==> src/rtl/can_frame_decoder_if.sv <==
// rtl/can_frame_decoder_if.sv - bit input, FIFO head and status signals of can_frame_decoder
interface can_frame_decoder_if #(
  parameter int MAX_BYTES = 8
);
  logic                   bitEn;
  logic                   canRX;
  logic                   outReady;
  logic                   outValid;
  logic [28:0]            outId;
  logic                   outIde;
  logic                   outRtr;
  logic [3:0]             outDlc;
  logic [8*MAX_BYTES-1:0] outData;
  logic [14:0]            outCrc;
  logic                   stuffError;
  logic                   formError;
  logic                   crcError;
  logic                   overflow;
  logic                   busy;

  modport master (
    input  bitEn, canRX, outReady,
    output outValid, outId, outIde, outRtr, outDlc, outData, outCrc,
    output stuffError, formError, crcError, overflow, busy
  );

  modport slave (
    output bitEn, canRX, outReady,
    input  outValid, outId, outIde, outRtr, outDlc, outData, outCrc,
    input  stuffError, formError, crcError, overflow, busy
  );
endinterface

==> src/rtl/can_frame_decoder.sv <==
// rtl/can_frame_decoder.sv - CAN frame receiver with destuffing, CRC-15 check and frame FIFO; CAN_EXT_ID_EN enables extended IDs
module can_frame_decoder #(
  parameter int MAX_BYTES = 8,
  parameter int DEPTH     = 2
) (
  input  logic samplePoint,
  input  logic reset,
  can_frame_decoder_if.master bus
);
  localparam int          AW       = $clog2(DEPTH);
  localparam logic [AW:0] FULL_CNT = (AW+1)'(DEPTH);

  typedef enum logic [3:0] {
    S_WAIT_IDLE, S_IDLE, S_ARB, S_CTRL, S_DATA, S_CRC, S_CRC_DEL, S_ACK, S_ACK_DEL, S_EOF
  } state_t;

  typedef struct packed {
    logic [28:0]            id;
    logic                   ide;
    logic                   rtr;
    logic [3:0]             dlc;
    logic [8*MAX_BYTES-1:0] data;
    logic [14:0]            crc;
  } frame_t;

  state_t                 state_q, state_d;
  logic [3:0]             rec_cnt_q, rec_cnt_d;
  logic                   prev_q, prev_d;
  logic [2:0]             run_q, run_d;
  logic [5:0]             cnt_q, cnt_d;
  logic [3:0]             nbytes_q, nbytes_d;
  logic [28:0]            id_q, id_d;
  logic                   ide_q, ide_d, rtr_q, rtr_d;
  logic [3:0]             dlc_q, dlc_d;
  logic [6:0]             byte_q, byte_d;
  logic [8*MAX_BYTES-1:0] data_q, data_d;
  logic [14:0]            crc_q, crc_d, crc_rx_q, crc_rx_d;
  logic                   stuff_err, form_err, crc_err, push_req, stuff_zone;

  frame_t                 mem_q [DEPTH];
  logic [AW-1:0]          wr_ptr_q, rd_ptr_q;
  logic [AW:0]            count_q;
  logic                   full, pop, push_ok;
  frame_t                 head;

  function automatic logic [14:0] crc_step(input logic [14:0] c, input logic b);
    logic fb;
    fb = b ^ c[14];
    crc_step = {c[13:0], 1'b0} ^ (fb ? 15'h4599 : 15'h0000);
  endfunction

  // Bit-level decode: destuffing, field sequencing, CRC accumulation and error detection
  always_comb begin
    state_d = state_q;   rec_cnt_d = rec_cnt_q; prev_d = prev_q;  run_d = run_q;
    cnt_d = cnt_q;       nbytes_d = nbytes_q;   id_d = id_q;      ide_d = ide_q;
    rtr_d = rtr_q;       dlc_d = dlc_q;         byte_d = byte_q;  data_d = data_q;
    crc_d = crc_q;       crc_rx_d = crc_rx_q;
    stuff_err = 1'b0;    form_err = 1'b0;       crc_err = 1'b0;   push_req = 1'b0;
    stuff_zone = (state_q inside {S_ARB, S_CTRL, S_DATA, S_CRC, S_CRC_DEL});
    if (bus.bitEn && !reset) begin
      if (stuff_zone && run_q == 3'd5) begin
        // Stuff slot: the bit is discarded but must differ from the run
        if (bus.canRX == prev_q) begin
          stuff_err = 1'b1; state_d = S_WAIT_IDLE; rec_cnt_d = '0;
        end else begin
          prev_d = bus.canRX; run_d = 3'd1;
        end
      end else begin
        if (stuff_zone) begin
          run_d  = (bus.canRX == prev_q) ? run_q + 3'd1 : 3'd1;
          prev_d = bus.canRX;
        end
        case (state_q)
          S_WAIT_IDLE: begin
            if (!bus.canRX) rec_cnt_d = '0;
            else if (rec_cnt_q == 4'd10) begin state_d = S_IDLE; rec_cnt_d = '0; end
            else rec_cnt_d = rec_cnt_q + 4'd1;
          end
          S_IDLE: begin
            if (!bus.canRX) begin
              state_d = S_ARB; prev_d = 1'b0; run_d = 3'd1; crc_d = '0; cnt_d = '0;
              nbytes_d = '0; id_d = '0; ide_d = 1'b0; rtr_d = 1'b0; dlc_d = '0;
              byte_d = '0; data_d = '0; crc_rx_d = '0;
            end
          end
          S_ARB: begin
            crc_d = crc_step(crc_q, bus.canRX);
            cnt_d = cnt_q + 6'd1;
            if (cnt_q <= 6'd10 || (cnt_q >= 6'd13 && cnt_q <= 6'd30)) begin
`ifdef CAN_EXT_ID_EN
              id_d = {id_q[27:0], bus.canRX};
`else
              id_d = {18'd0, id_q[9:0], bus.canRX};
`endif
            end
            if (cnt_q == 6'd11) rtr_d = bus.canRX;
            if (cnt_q == 6'd12) begin
              if (!bus.canRX) begin
                state_d = S_CTRL; cnt_d = '0;
              end else begin
`ifdef CAN_EXT_ID_EN
                ide_d = 1'b1;
`else
                form_err = 1'b1; state_d = S_WAIT_IDLE; rec_cnt_d = '0;
`endif
              end
            end
            if (cnt_q == 6'd31) begin
              rtr_d = bus.canRX; state_d = S_CTRL; cnt_d = '0;
            end
          end
          S_CTRL: begin
            // Reserved bits shift through and fall off the top of the DLC register
            crc_d = crc_step(crc_q, bus.canRX);
            dlc_d = {dlc_q[2:0], bus.canRX};
            cnt_d = cnt_q + 6'd1;
            if (cnt_q == (ide_q ? 6'd5 : 6'd4)) begin
              if (rtr_q) nbytes_d = '0;
              else if (dlc_d > 4'd8) nbytes_d = 4'd8;
              else nbytes_d = dlc_d;
              cnt_d   = '0;
              state_d = (nbytes_d == 4'd0) ? S_CRC : S_DATA;
            end
          end
          S_DATA: begin
            crc_d  = crc_step(crc_q, bus.canRX);
            byte_d = {byte_q[5:0], bus.canRX};
            cnt_d  = cnt_q + 6'd1;
            if (cnt_q[2:0] == 3'd7) begin
              for (int b = 0; b < MAX_BYTES; b++) begin
                if (int'(cnt_q[5:3]) == b) data_d[b*8 +: 8] = {byte_q, bus.canRX};
              end
            end
            if ({1'b0, cnt_q} == {nbytes_q, 3'b000} - 7'd1) begin
              state_d = S_CRC; cnt_d = '0;
            end
          end
          S_CRC: begin
            crc_rx_d = {crc_rx_q[13:0], bus.canRX};
            cnt_d    = cnt_q + 6'd1;
            if (cnt_q == 6'd14) begin state_d = S_CRC_DEL; cnt_d = '0; end
          end
          S_CRC_DEL: begin
            if (crc_rx_q != crc_q) begin
              crc_err = 1'b1; state_d = S_WAIT_IDLE; rec_cnt_d = '0;
            end else if (!bus.canRX) begin
              form_err = 1'b1; state_d = S_WAIT_IDLE; rec_cnt_d = '0;
            end else state_d = S_ACK;
          end
          S_ACK: state_d = S_ACK_DEL;
          S_ACK_DEL: begin
            if (!bus.canRX) begin
              form_err = 1'b1; state_d = S_WAIT_IDLE; rec_cnt_d = '0;
            end else begin
              state_d = S_EOF; cnt_d = '0;
            end
          end
          S_EOF: begin
            if (!bus.canRX) begin
              form_err = 1'b1; state_d = S_WAIT_IDLE; rec_cnt_d = '0;
            end else if (cnt_q == 6'd6) begin
              push_req = 1'b1; state_d = S_IDLE;
            end else cnt_d = cnt_q + 6'd1;
          end
          default: begin
            state_d = S_WAIT_IDLE; rec_cnt_d = '0;
          end
        endcase
      end
    end
  end

  // Decoder state register
  always_ff @(posedge samplePoint) begin
    if (reset) begin
      state_q <= S_WAIT_IDLE; rec_cnt_q <= '0; prev_q <= 1'b1; run_q <= '0; cnt_q <= '0;
      nbytes_q <= '0; id_q <= '0; ide_q <= 1'b0; rtr_q <= 1'b0; dlc_q <= '0;
      byte_q <= '0; data_q <= '0; crc_q <= '0; crc_rx_q <= '0;
    end else begin
      state_q <= state_d; rec_cnt_q <= rec_cnt_d; prev_q <= prev_d; run_q <= run_d; cnt_q <= cnt_d;
      nbytes_q <= nbytes_d; id_q <= id_d; ide_q <= ide_d; rtr_q <= rtr_d; dlc_q <= dlc_d;
      byte_q <= byte_d; data_q <= data_d; crc_q <= crc_d; crc_rx_q <= crc_rx_d;
    end
  end

  assign full    = (count_q == FULL_CNT);
  assign pop     = bus.outValid && bus.outReady;
  assign push_ok = push_req && (!full || pop);

  // Frame FIFO: a full FIFO still accepts a push when the head is popped in the same cycle
  always_ff @(posedge samplePoint) begin
    if (reset) begin
      wr_ptr_q <= '0; rd_ptr_q <= '0; count_q <= '0;
    end else begin
      if (push_ok) begin
        mem_q[wr_ptr_q] <= {id_q, ide_q, rtr_q, dlc_q, data_q, crc_rx_q};
        wr_ptr_q        <= wr_ptr_q + AW'(1);
      end
      if (pop) rd_ptr_q <= rd_ptr_q + AW'(1);
      if (push_ok && !pop) count_q <= count_q + (AW+1)'(1);
      else if (!push_ok && pop) count_q <= count_q - (AW+1)'(1);
    end
  end

  assign head           = mem_q[rd_ptr_q];
  assign bus.outValid   = (count_q != '0);
  assign bus.outId      = bus.outValid ? head.id   : '0;
  assign bus.outIde     = bus.outValid ? head.ide  : 1'b0;
  assign bus.outRtr     = bus.outValid ? head.rtr  : 1'b0;
  assign bus.outDlc     = bus.outValid ? head.dlc  : '0;
  assign bus.outData    = bus.outValid ? head.data : '0;
  assign bus.outCrc     = bus.outValid ? head.crc  : '0;
  assign bus.stuffError = stuff_err;
  assign bus.formError  = form_err;
  assign bus.crcError   = crc_err;
  assign bus.overflow   = push_req && full && !pop;
  assign bus.busy       = (state_q != S_IDLE);
endmodule
==> src/flat_wrapper.sv <==
// flat-port wrapper written by rule: the top's interface ports become plain ports
module can_frame_decoder_flat 
#(
  parameter int MAX_BYTES = 8,
  parameter int DEPTH     = 2
)
  (samplePoint, reset, bus_bitEn, bus_canRX, bus_outReady, bus_outValid, bus_outId, bus_outIde, bus_outRtr, bus_outDlc, bus_outData, bus_outCrc, bus_stuffError, bus_formError, bus_crcError, bus_overflow, bus_busy);
  can_frame_decoder_if #(.MAX_BYTES(MAX_BYTES)) bus_i ();
  input  logic samplePoint;
  input  logic reset;
  input wire logic [$bits(bus_i.bitEn)-1:0] bus_bitEn;
  input wire logic [$bits(bus_i.canRX)-1:0] bus_canRX;
  input wire logic [$bits(bus_i.outReady)-1:0] bus_outReady;
  output wire logic [$bits(bus_i.outValid)-1:0] bus_outValid;
  output wire logic [$bits(bus_i.outId)-1:0] bus_outId;
  output wire logic [$bits(bus_i.outIde)-1:0] bus_outIde;
  output wire logic [$bits(bus_i.outRtr)-1:0] bus_outRtr;
  output wire logic [$bits(bus_i.outDlc)-1:0] bus_outDlc;
  output wire logic [$bits(bus_i.outData)-1:0] bus_outData;
  output wire logic [$bits(bus_i.outCrc)-1:0] bus_outCrc;
  output wire logic [$bits(bus_i.stuffError)-1:0] bus_stuffError;
  output wire logic [$bits(bus_i.formError)-1:0] bus_formError;
  output wire logic [$bits(bus_i.crcError)-1:0] bus_crcError;
  output wire logic [$bits(bus_i.overflow)-1:0] bus_overflow;
  output wire logic [$bits(bus_i.busy)-1:0] bus_busy;
  assign bus_i.bitEn = bus_bitEn;
  assign bus_i.canRX = bus_canRX;
  assign bus_i.outReady = bus_outReady;
  assign bus_outValid = bus_i.outValid;
  assign bus_outId = bus_i.outId;
  assign bus_outIde = bus_i.outIde;
  assign bus_outRtr = bus_i.outRtr;
  assign bus_outDlc = bus_i.outDlc;
  assign bus_outData = bus_i.outData;
  assign bus_outCrc = bus_i.outCrc;
  assign bus_stuffError = bus_i.stuffError;
  assign bus_formError = bus_i.formError;
  assign bus_crcError = bus_i.crcError;
  assign bus_overflow = bus_i.overflow;
  assign bus_busy = bus_i.busy;
  can_frame_decoder #(.MAX_BYTES(MAX_BYTES), .DEPTH(DEPTH)) u_core (.samplePoint(samplePoint), .reset(reset), .bus(bus_i));
endmodule
==> config.mk <==
export PLATFORM = sky130hd
export DESIGN_NAME = can_frame_decoder_flat
export DESIGN_NICKNAME = d
export VERILOG_FILES = /design/src/rtl/can_frame_decoder_if.sv /design/src/rtl/can_frame_decoder.sv /design/src/flat_wrapper.sv
export SDC_FILE = /design/constraint.sdc
export NUM_CORES = 1
export LEC_CHECK = 0
export CAP_MARGIN = 20
export CORE_MARGIN = 4
export CORE_UTILIZATION = 49
export DETAILED_ROUTE_END_ITERATION = 6
export MAX_ROUTING_LAYER = met4
export PLACE_DENSITY = 0.79
export SYNTH_ARGS = -nofsm -noshare
export SYNTH_HDL_FRONTEND = slang
export SYNTH_SLANG_ARGS = --single-unit
==> constraint.sdc <==
create_clock -name samplePoint -period 10.5 [get_ports samplePoint]
set_input_delay 2.1 -clock samplePoint [delete_from_list [all_inputs] [get_ports samplePoint]]
set_output_delay 2.1 -clock samplePoint [all_outputs]
set_load 0.05 [all_outputs]
Word-level counts from Yosys, hierarchy flattened
Memory sizes are Yosys's and may differ from the RTL's. A register that Yosys moved wholly into a read port is not among the register bits. Cells that the tools add are included.

Equality and inequality tests: 59. Div/mod/pow operators: 0. Reduce and logical (&&, ||, !) cells: 49. $add $sub $neg: 8. Multiplexer cells: 114. Shift operators: 0. $mul: 0. Order comparisons: 4. Bitwise operators: 3.

Operators by type and width (count): two-way mux 64 bit (3); one-hot mux 64 bit (2 select lines) (1); two-way mux 4 bit (30); two-way mux 29 bit (3); two-way mux 8 bit (8); two-way mux 6 bit (10); one-hot mux 15 bit (2 select lines) (2); one-hot mux 29 bit (2 select lines) (1); AND reduction 6 bit (8); two-way mux 15 bit (3); one-hot mux 6 bit (7 select lines) (1); one-hot mux 4 bit (10 select lines) (1); two-way mux 1 bit (34); inequality test 2 bit (second input constant) (17); two-way mux 3 bit (7); one-hot mux 4 bit (5 select lines) (1); AND reduction 5 bit (4); equality test 3 bit (second input constant) (6); equality test 6 x 4 -> 1 bit (second input constant) (3); inequality test 3 bit (second input constant) (6); equality test 4 x 3 -> 1 bit (second input constant) (4); one-hot mux 4 bit (2 select lines) (2); AND reduction 4 bit (4); inequality test 15 bit (1); other kinds (49) (77).

Output and inout bits: 120. Bits in latches: 0. Bits in writable memories: 226. Logic and storage cells: 261. Register bits after elaboration: 161. Memories kept: 1. Memory bits (read-only): 0.

Memories: u_core.mem_q (depth 2, width 113, read ports 1, clocked after Yosys merged registers in 1, wr ports 1, RTL line can_frame_decoder.sv:40) `frame_t mem_q [DEPTH];`.

Longest topological paths before layout
Gate-level depths: netlist of run 1.

Depth in word-level cells: 12. Mapped depth: 10. Mapped depth without buffers: 10.

Worst setup path after synthesis of run 1
No wires, ideal clock.

Path type: input-to-reg. Start point: input port bus_bitEn. End point: memory u_core.mem_q[0][0] (netlist bit) (enable). Library setup time: 561 ps. Stages on the path: 5. Slack: 2611 ps. Arrival: 7328 ps. Path buffers: 0. Cells stage by stage: nor2b_1 > a21boi_4 > nand4_1 > a21oi_1 > nor2b_1.

Word-level cells in the longest chain between the ends: 6.

RTL lines: from (decl) (RTL line flat_wrapper.sv:11) `input wire logic [$bits(bus_i.bitEn)-1:0] bus_bitEn;`; logical AND 1 bit (RTL line can_frame_decoder.sv:60) `if (bus.bitEn && !reset) begin`; two-way mux 1 bit (RTL line can_frame_decoder.sv:60); logical AND 1 bit (RTL line can_frame_decoder.sv:188) `assign push_ok = push_req && (!full || pop);`; net u_core.push_ok (RTL line can_frame_decoder.sv:43) `logic full, pop, push_ok;`; two-way mux 1 bit (RTL line can_frame_decoder.sv:195) `if (push_ok) begin`; two-way mux 1 bit (RTL line can_frame_decoder.sv:192) `if (reset) begin`; two-way mux 1 bit (implied by the code) (RTL line can_frame_decoder.sv:196) `mem_q[wr_ptr_q] <= {id_q, ide_q, rtr_q, dlc_q, data_q, crc_rx_q};`; to (decl) (RTL line can_frame_decoder.sv:40).

The timed path passes the listed nets, and every way through them passes these cells.

Worst setup path in the final report of run 1
Start point: input port bus_bitEn. End point: output port bus_overflow.

Word-level cells in the longest chain between the ends: 4.

RTL lines: logical AND 1 bit (RTL line can_frame_decoder.sv:60); two-way mux 1 bit (RTL line can_frame_decoder.sv:60); logical AND 1 bit (2 in a row) (RTL line can_frame_decoder.sv:216) `assign bus.overflow = push_req && full && !pop;`; to (decl) (RTL line flat_wrapper.sv:24) `output wire logic [$bits(bus_i.overflow)-1:0] bus_overflow;`.

No other way between the ends.

==> flow_summary_export.csv, run 1 <==
group,metric,value,unit
placement,io_buffers,105,
clock_tree,clockRootBuffer,"clkbuf_16",
sta,period_minus_slack,6790,ps
cells_and_area,final_nets,1286,
route,drt.antenna.violating_nets,0,
setup_path,end_kind,"output pin",
floorplanning,initial_core_util,49.9,%
setup_path,required,8400,ps
route,drt-total-wl,29.2,mm
synthesis,yosysSeqAreaShare,61.8,%
power,p_per_area,158,mW/mm2
sta,tns,0,ps
route,vias,9134,
hold_path,hp-class,"reg -> reg",
synthesis,synth_area_leader_cell,"edfxtp_1",
cells_and_area,final_util,58.5,%
route,routedWlPerCell,17.5,um
global_routing,globalRouteOverflowTotal,0,
floorplanning,ioPinCount,125,
setup_path,critPathMaxStageDelay,830,ps
setup_path,r2r_end,"u_core.mem_q[0][86]",
global_routing,antenna_found_initial,0,
sta,fmax,0.147,GHz
route,first_iter_violations,888,
setup_path,crit_type,"in -> out",
clock_tree,clock_path_buffers,3,
clock_tree,cts_resized,0,
cells_and_area,syn_to_final_growth,17.1,%
setup_path,crit_chain,"clkdlybuf4s50_1, nor2b_1, a21boi_4, nand4_1, nor2_1, clkdlybuf4s50_1",
clock_tree,clock_sinks,334,
synthesis,synth_seq_cells,334,
clock_tree,cts_tree,"done",
floorplanning,row_count,61,
clock_tree,clk_transition_reported_paths,60,ps
floorplanning,die_w,176,um
synthesis,ys_warn_count,0,
setup_path,crit_buf_inv,2,
synthesis,synth-edff-count,190,
synthesis,synthTopCellsByArea,"edfxtp_1, dfxtp_1, mux2i_1",
setup_path,r2r_start,"u_core.state_q[1]",
sta,hold_viol,0,
floorplanning,die_y,176,um
global_routing,grt_pass1_wl,46.4,mm
clock_tree,ctsHoldBuffers,0,
clock_tree,clock_latency,510,ps
cells_and_area,layout-drive-gt1-share,6.56,%
hold_path,hold_depth,0,
clock_tree,h-tree-depth,2,
clock_tree,post-cts-setup-buffers,0,
setup_path,worstPathMaxFanout,10,
sta,slew_headroom,27.1,%
synthesis,netlist.area_leader.share,41.0,%
cells_and_area,n_antenna_cell,0,
sta,worst_clock_skew,13.5,ps
route,vias_per_cell,5.46,
synthesis,syn-cell-area,0.0139,mm2
flow_run,cap_violations,0,
sta,rsz0062_at_grt,"false",
synthesis,async_flop_share,0,%
synthesis,synth.distinct_cells,68,
route,drc,0,
setup_path,critPathLaunchType,"primary input",
synthesis,syn_area_per_cell,11.7,um2
power,p_leak,0.00595,uW
global_routing,grt_pass1_vias,8691,
outcome,status,"complete, no violations",
setup_path,slowest_stage,"clkdlybuf4s50_1",
sta,worstMarginPinSlew,1090,ps
synthesis,yosysMostFrequentCell,"nor2_1",
hold_path,min_from,"u_core.data_q[32]",
synthesis,synth_commonest_cells,"nor2_1, edfxtp_1, mux2i_1, dfxtp_1, nand2_1",
sta,period_share,64.7,%
floorplanning,core,0.0279,mm2
setup_path,r2r_slack,6060,ps
setup_path,reg2reg_depth,7,
clock_tree,numCtsBuffers,34,
power,ir_worst_vdd,0.101,mV
route,drt-pass1-iter-count,6,
global_routing,track_usage,18.9,%
setup_path,cp_top_family,"buffers and inverters",
placement,hpwl,18.6,mm
setup_path,cp_common_cell,"clkdlybuf4s50_1",
synthesis,synthCells,1190,
synthesis,synth_ff_type,"edfxtp_1",
sta,finalSetupViolations,0,
hold_path,hold_end,"u_core.mem_q[0][47]",
setup_path,arrival,4690,ps
floorplanning,die_area,0.0311,mm2
global_routing,grt_start_max_net_pins,78,
sta,slew_viol_final,0,
placement,globalplace.congestion,0.892,
## kinds of logic (layout without fill, tap and decap cells)
| family | count (synthesis) | after routing | share of synthesized area [%] |
|---|---|---|---|
| other | 1 | 19 | 0.0270 |
| flip-flops | 334 | 334 | 61.8 |
| adder cells (fa/ha/maj) | 12 | 12 | 1.08 |
| XOR/XNOR | 33 | 33 | 2.19 |
| buffers and inverters | 107 | 194 | 3.59 |
| AO/OA/AOI/OAI | 143 | 143 | 6.67 |
| multiplexers | 155 | 155 | 11.2 |
| AND/OR/NAND/NOR | 405 | 405 | 13.5 |
## per-layer routing
layer / global-route usage, % / vias up / routed length [um]
met1: 24.9 / 4405 / 12400
met3: 2.68 / 48 / 1860
li1: - / 4376 / -
met4: 4.87 / 0 / 618
met5: - / - / 0
met2: 31.1 / 305 / 14300
## worst max-delay path by stage
stage               from  slack (ps)                  to  depth (start not counted)
2_1_floorplan  bus_bitEn        2610  u_core.mem_q[0][0]                          5
3_3_place_gp   bus_bitEn        3820        bus_overflow                          6
3_5_place_dp   bus_bitEn        3770        bus_overflow                          6
4_1_cts        bus_bitEn        3760        bus_overflow                          6
5_1_grt            reset        3560        bus_overflow                          6
6_report       bus_bitEn        3710        bus_overflow                          6
## final cells by class
class	instances	area, um2
clock inverters	13	111
flip-flops and latches	334	8590
well taps	378	473
multi-input cells	767	4900
fillers	2168	11600
clock buffers	49	1000
inverters	16	60.1
repair buffers	116	1140
## power by group
part           total [uW]  internal (uW)  leakage [uW]  switching, uW
logic                36.3           4.85       0.00211           31.4
clock network        1170            694      0.000553            481
registers            1370           1370       0.00328          0.270
## state kept, by name, indices dropped and copies added, names as in the netlist, named ones only
name              count
u_core.byte_q         7
u_core.rtr_q          1
u_core.mem_q        190
u_core.crc_rx_q      15
u_core.data_q        64
u_core.wr_ptr_q       1
u_core.dlc_q          4
u_core.prev_q         1
u_core.rec_cnt_q      4
u_core.cnt_q          6
u_core.id_q          11
u_core.run_q          3
u_core.count_q        2
u_core.nbytes_q       4
u_core.crc_q         15
u_core.state_q        4
u_core.rd_ptr_q       1
## metrics by stage
| stage | hold slack (ps) | area (um2) | setup slack (ps) | std cells | power [uW] |
|---|---|---|---|---|---|
| CTS | 447 | 16300 | 3760 | 1672 | 2600 |
| global placement | 429 | 15200 | 3820 | 1610 | 1430 |
| finish | 451 | 16300 | 3710 | 1673 | 2580 |
| detailed placement | 439 | 15200 | 3770 | 1610 | 1430 |
| global route | 465 | 16300 | 3560 | 1673 | 2660 |
| floorplan | 425 | 14000 | 2610 | 1208 | 1430 |
## placed cells by master (no fill, tap or decap), drive strengths merged, types with 3 or more instances in the layout
master and count:
nand2b 21, nand3b 6, nor2 221, or2 5, buf 12, o32ai 4
clkdlybuf4s50 104, clkbuf 49, o21a 3, nor3 8, a21oi 53, o211ai 3
nand3 35, edfxtp 190, nand4 6, o21ai 22, or4b 3, a22oi 29
or3b 3, nor4 7, nor4b 3, clkinv 9, a32oi 5, xnor2 7
a31oi 4, nor2b 6, conb 19, or3 5, nand2 55, xor2 25
ha 12, and2 9, inv 19, or4 4, mux2i 154, dfxtp 144
Note: power is estimated with default switching activity, not from simulation.
==> inputs of run 2 (changes only) <==
Clock period 10.5 ns to 6.9 ns, I/O delays scaled along.
==> run 2 against run 1 <==
Clock skew down 0.87 ps. Sequential share of layout area about the same. Critical path depth unchanged. Combinational power up 52%. Critical endpoint unchanged. Sequential cell count unchanged. Sequential power up 52%. Critical path type unchanged. Non-clock buffer count up 3. Cell count about the same. Setup slack worse by 2100 ps. Power up 50%.
==> flow_summary_export.csv, run 2 (synthesized netlist as in run 1, its figures left out) <==
group,metric,value,unit
setup_path,required,5520,ps
clock_tree,clock_latency,560,ps
placement,place_area,0.0152,mm2
cells_and_area,n_antenna_cell,0,
power,p_per_area,238,mW/mm2
sta,worst_clock_skew,12.7,ps
route,vias_per_cell,5.44,
cells_and_area,fin_area,0.0163,mm2
sta,period_minus_slack,5310,ps
global_routing,grt_start_max_net_pins,96,
floorplanning,die_w,176,um
route,highest_layer,"met4",
setup_path,worstPathMaxFanout,10,
route,routedWlPerCell,16.9,um
clock_tree,clockRootBuffer,"clkbuf_16",
cells_and_area,largest_reg_flops,190,
floorplanning,initial_core_util,49.9,%
sta,slew_headroom,24.2,%
global_routing,antenna_found_initial,0,
clock_tree,ctsHoldBuffers,0,
power,p_leak,0.00596,uW
sta,worstMarginPinSlew,1130,ps
placement,dp.cells,1612,
global_routing,globalRouteOverflowTotal,0,
cells_and_area,fin_cells,1672,
sta,slew_viol_final,0,
cells_and_area,final_cell_mix,"nor2_1, edfxtp_1, mux2i_1",
route,drt-total-wl,28.2,mm
clock_tree,clock_path_buffers,3,
global_routing,grt_pass1_wl,45.4,mm
global_routing,track_usage,18.3,%
floorplanning,die_area,0.0311,mm2
sta,tns,0,ps
sta,rsz0062_at_grt,"false",
route,route.met3.wl,1.63,mm
sta,finalSetupViolations,0,
hold_path,hp-class,"reg -> reg",
sta,period_share,76.9,%
floorplanning,ioPinCount,125,
power,sw_frac_of_total,19.9,%
sta,hold_viol,0,
outcome,status,"complete, no violations",
flow_run,cap_violations,0,
cells_and_area,layout_commonest_cell,"nor2_1",
power,p_switching,771,uW
floorplanning,core,0.0279,mm2
setup_path,end_kind,"output pin",
sta,fmax,0.188,GHz
power,p_int,3110,uW
power,p_clk_share,44.9,%
clock_tree,clock_sinks,334,
setup_path,critPathLaunchType,"primary input",
power,comb_power_share,1.4,%
clock_tree,cts_resized,0,
clock_tree,cts_tree,"done",
route,wl_met1,12.3,mm
clock_tree,numCtsBuffers,31,
floorplanning,die_y,176,um
route,drt-pass1-iter-count,5,
power,totalPowerFinal,3880,uW
sta,holdWs,457,ps
cells_and_area,syn_to_final_growth,17.1,%
placement,io_buffers,105,
clock_tree,clk_transition_reported_paths,60,ps
placement,globalplace.congestion,0.894,
cells_and_area,layout-drive-gt1-share,6.57,%
cells_and_area,reg_top3,"u_core.mem_q (190), u_core.data_q (64)",
global_routing,grt_pass1_vias,8594,
placement,hpwl,17.7,mm
power,ir_worst_vdd,0.175,mV
route,dr_wl_met2,13.7,mm
setup_path,crit_type,"in -> out",
clock_tree,post-cts-setup-buffers,0,
route,first_iter_violations,809,
setup_path,arrival,3930,ps
route,drt.antenna.violating_nets,0,
cells_and_area,top_register,"u_core.mem_q",
cells_and_area,final_nets,1286,
clock_tree,h-tree-depth,1,
floorplanning,row_count,61,
route,drc,0,
power,pwr-share-seq,53.7,%
route,vias,9098,
run 2: cell types whose count changed in the layout (fill, tap and decap cells not counted), moves of 2 or more:
cell	previous run	this run
inv_6	3	1
clkbuf_16	36	33
clkinvlp_4	0	3
clkbuf_1	8	6
clkinv_4	0	2
clkinv_2	7	5
bufinv_16	1	3
buf_4	11	13
clkbuf_8	5	3
run 2: power by group through the flow:
stage | combinational, uW | sequential, uW | clock [uW]
global route | 58.7 | 2080 | 1850
detailed placement | 54.5 | 2120 | 0
CTS | 54.5 | 2080 | 1760
floorplan | 53.6 | 2120 | 0
global placement | 53.9 | 2120 | 0
finish | 55.0 | 2080 | 1740
run 2: path summary, 6_finish.rpt:
check | to | cells past startpoint | slack, ps | start
setup / recovery | bus_overflow | 6 | 1590 | bus_bitEn
hold / removal | u_core.mem_q[1][16] | 0 | 460 | u_core.data_q[1]
setup reg to reg | u_core.mem_q[1][52] | 6 | 2770 | u_core.state_q[1]
hold reg to reg | u_core.mem_q[1][16] | 0 | 460 | u_core.data_q[1]
run 2: stage by stage:
stage | worst slack (ps) | utilization (%)
finish | 1590 | 58.4
global placement | 1650 | 54.5
floorplan | 1550 | -
CTS | 1640 | 58.3
detailed placement | 1650 | 54.5
global route | 1380 | 58.4
run 2: final cells by class:
class                           instances  area [um2]
Inverter                               16        60.1
Clock buffer                           42         890
Multi-Input combinational cell        767        4900
Timing Repair Buffer                  119        1190
Tap cell                              378         473
Fill cell                            2202       11600
Sequential cell                       334        8590
Clock inverter                         16         171
run 2: critical path, stage by stage:
cell,delay (ps)
clkdlybuf4s50_1,440
nor2b_1,340
a21boi_4,420
nand4_1,340
nor2_1,180
clkdlybuf4s50_1,820
run 2: routing by layer:
metal  global-route usage (%)  up-vias
li1                         -     4363
met1                     24.1     4401
met2                     30.1      278
met3                     2.72       56
met4                     4.45        0
met5                        -        -
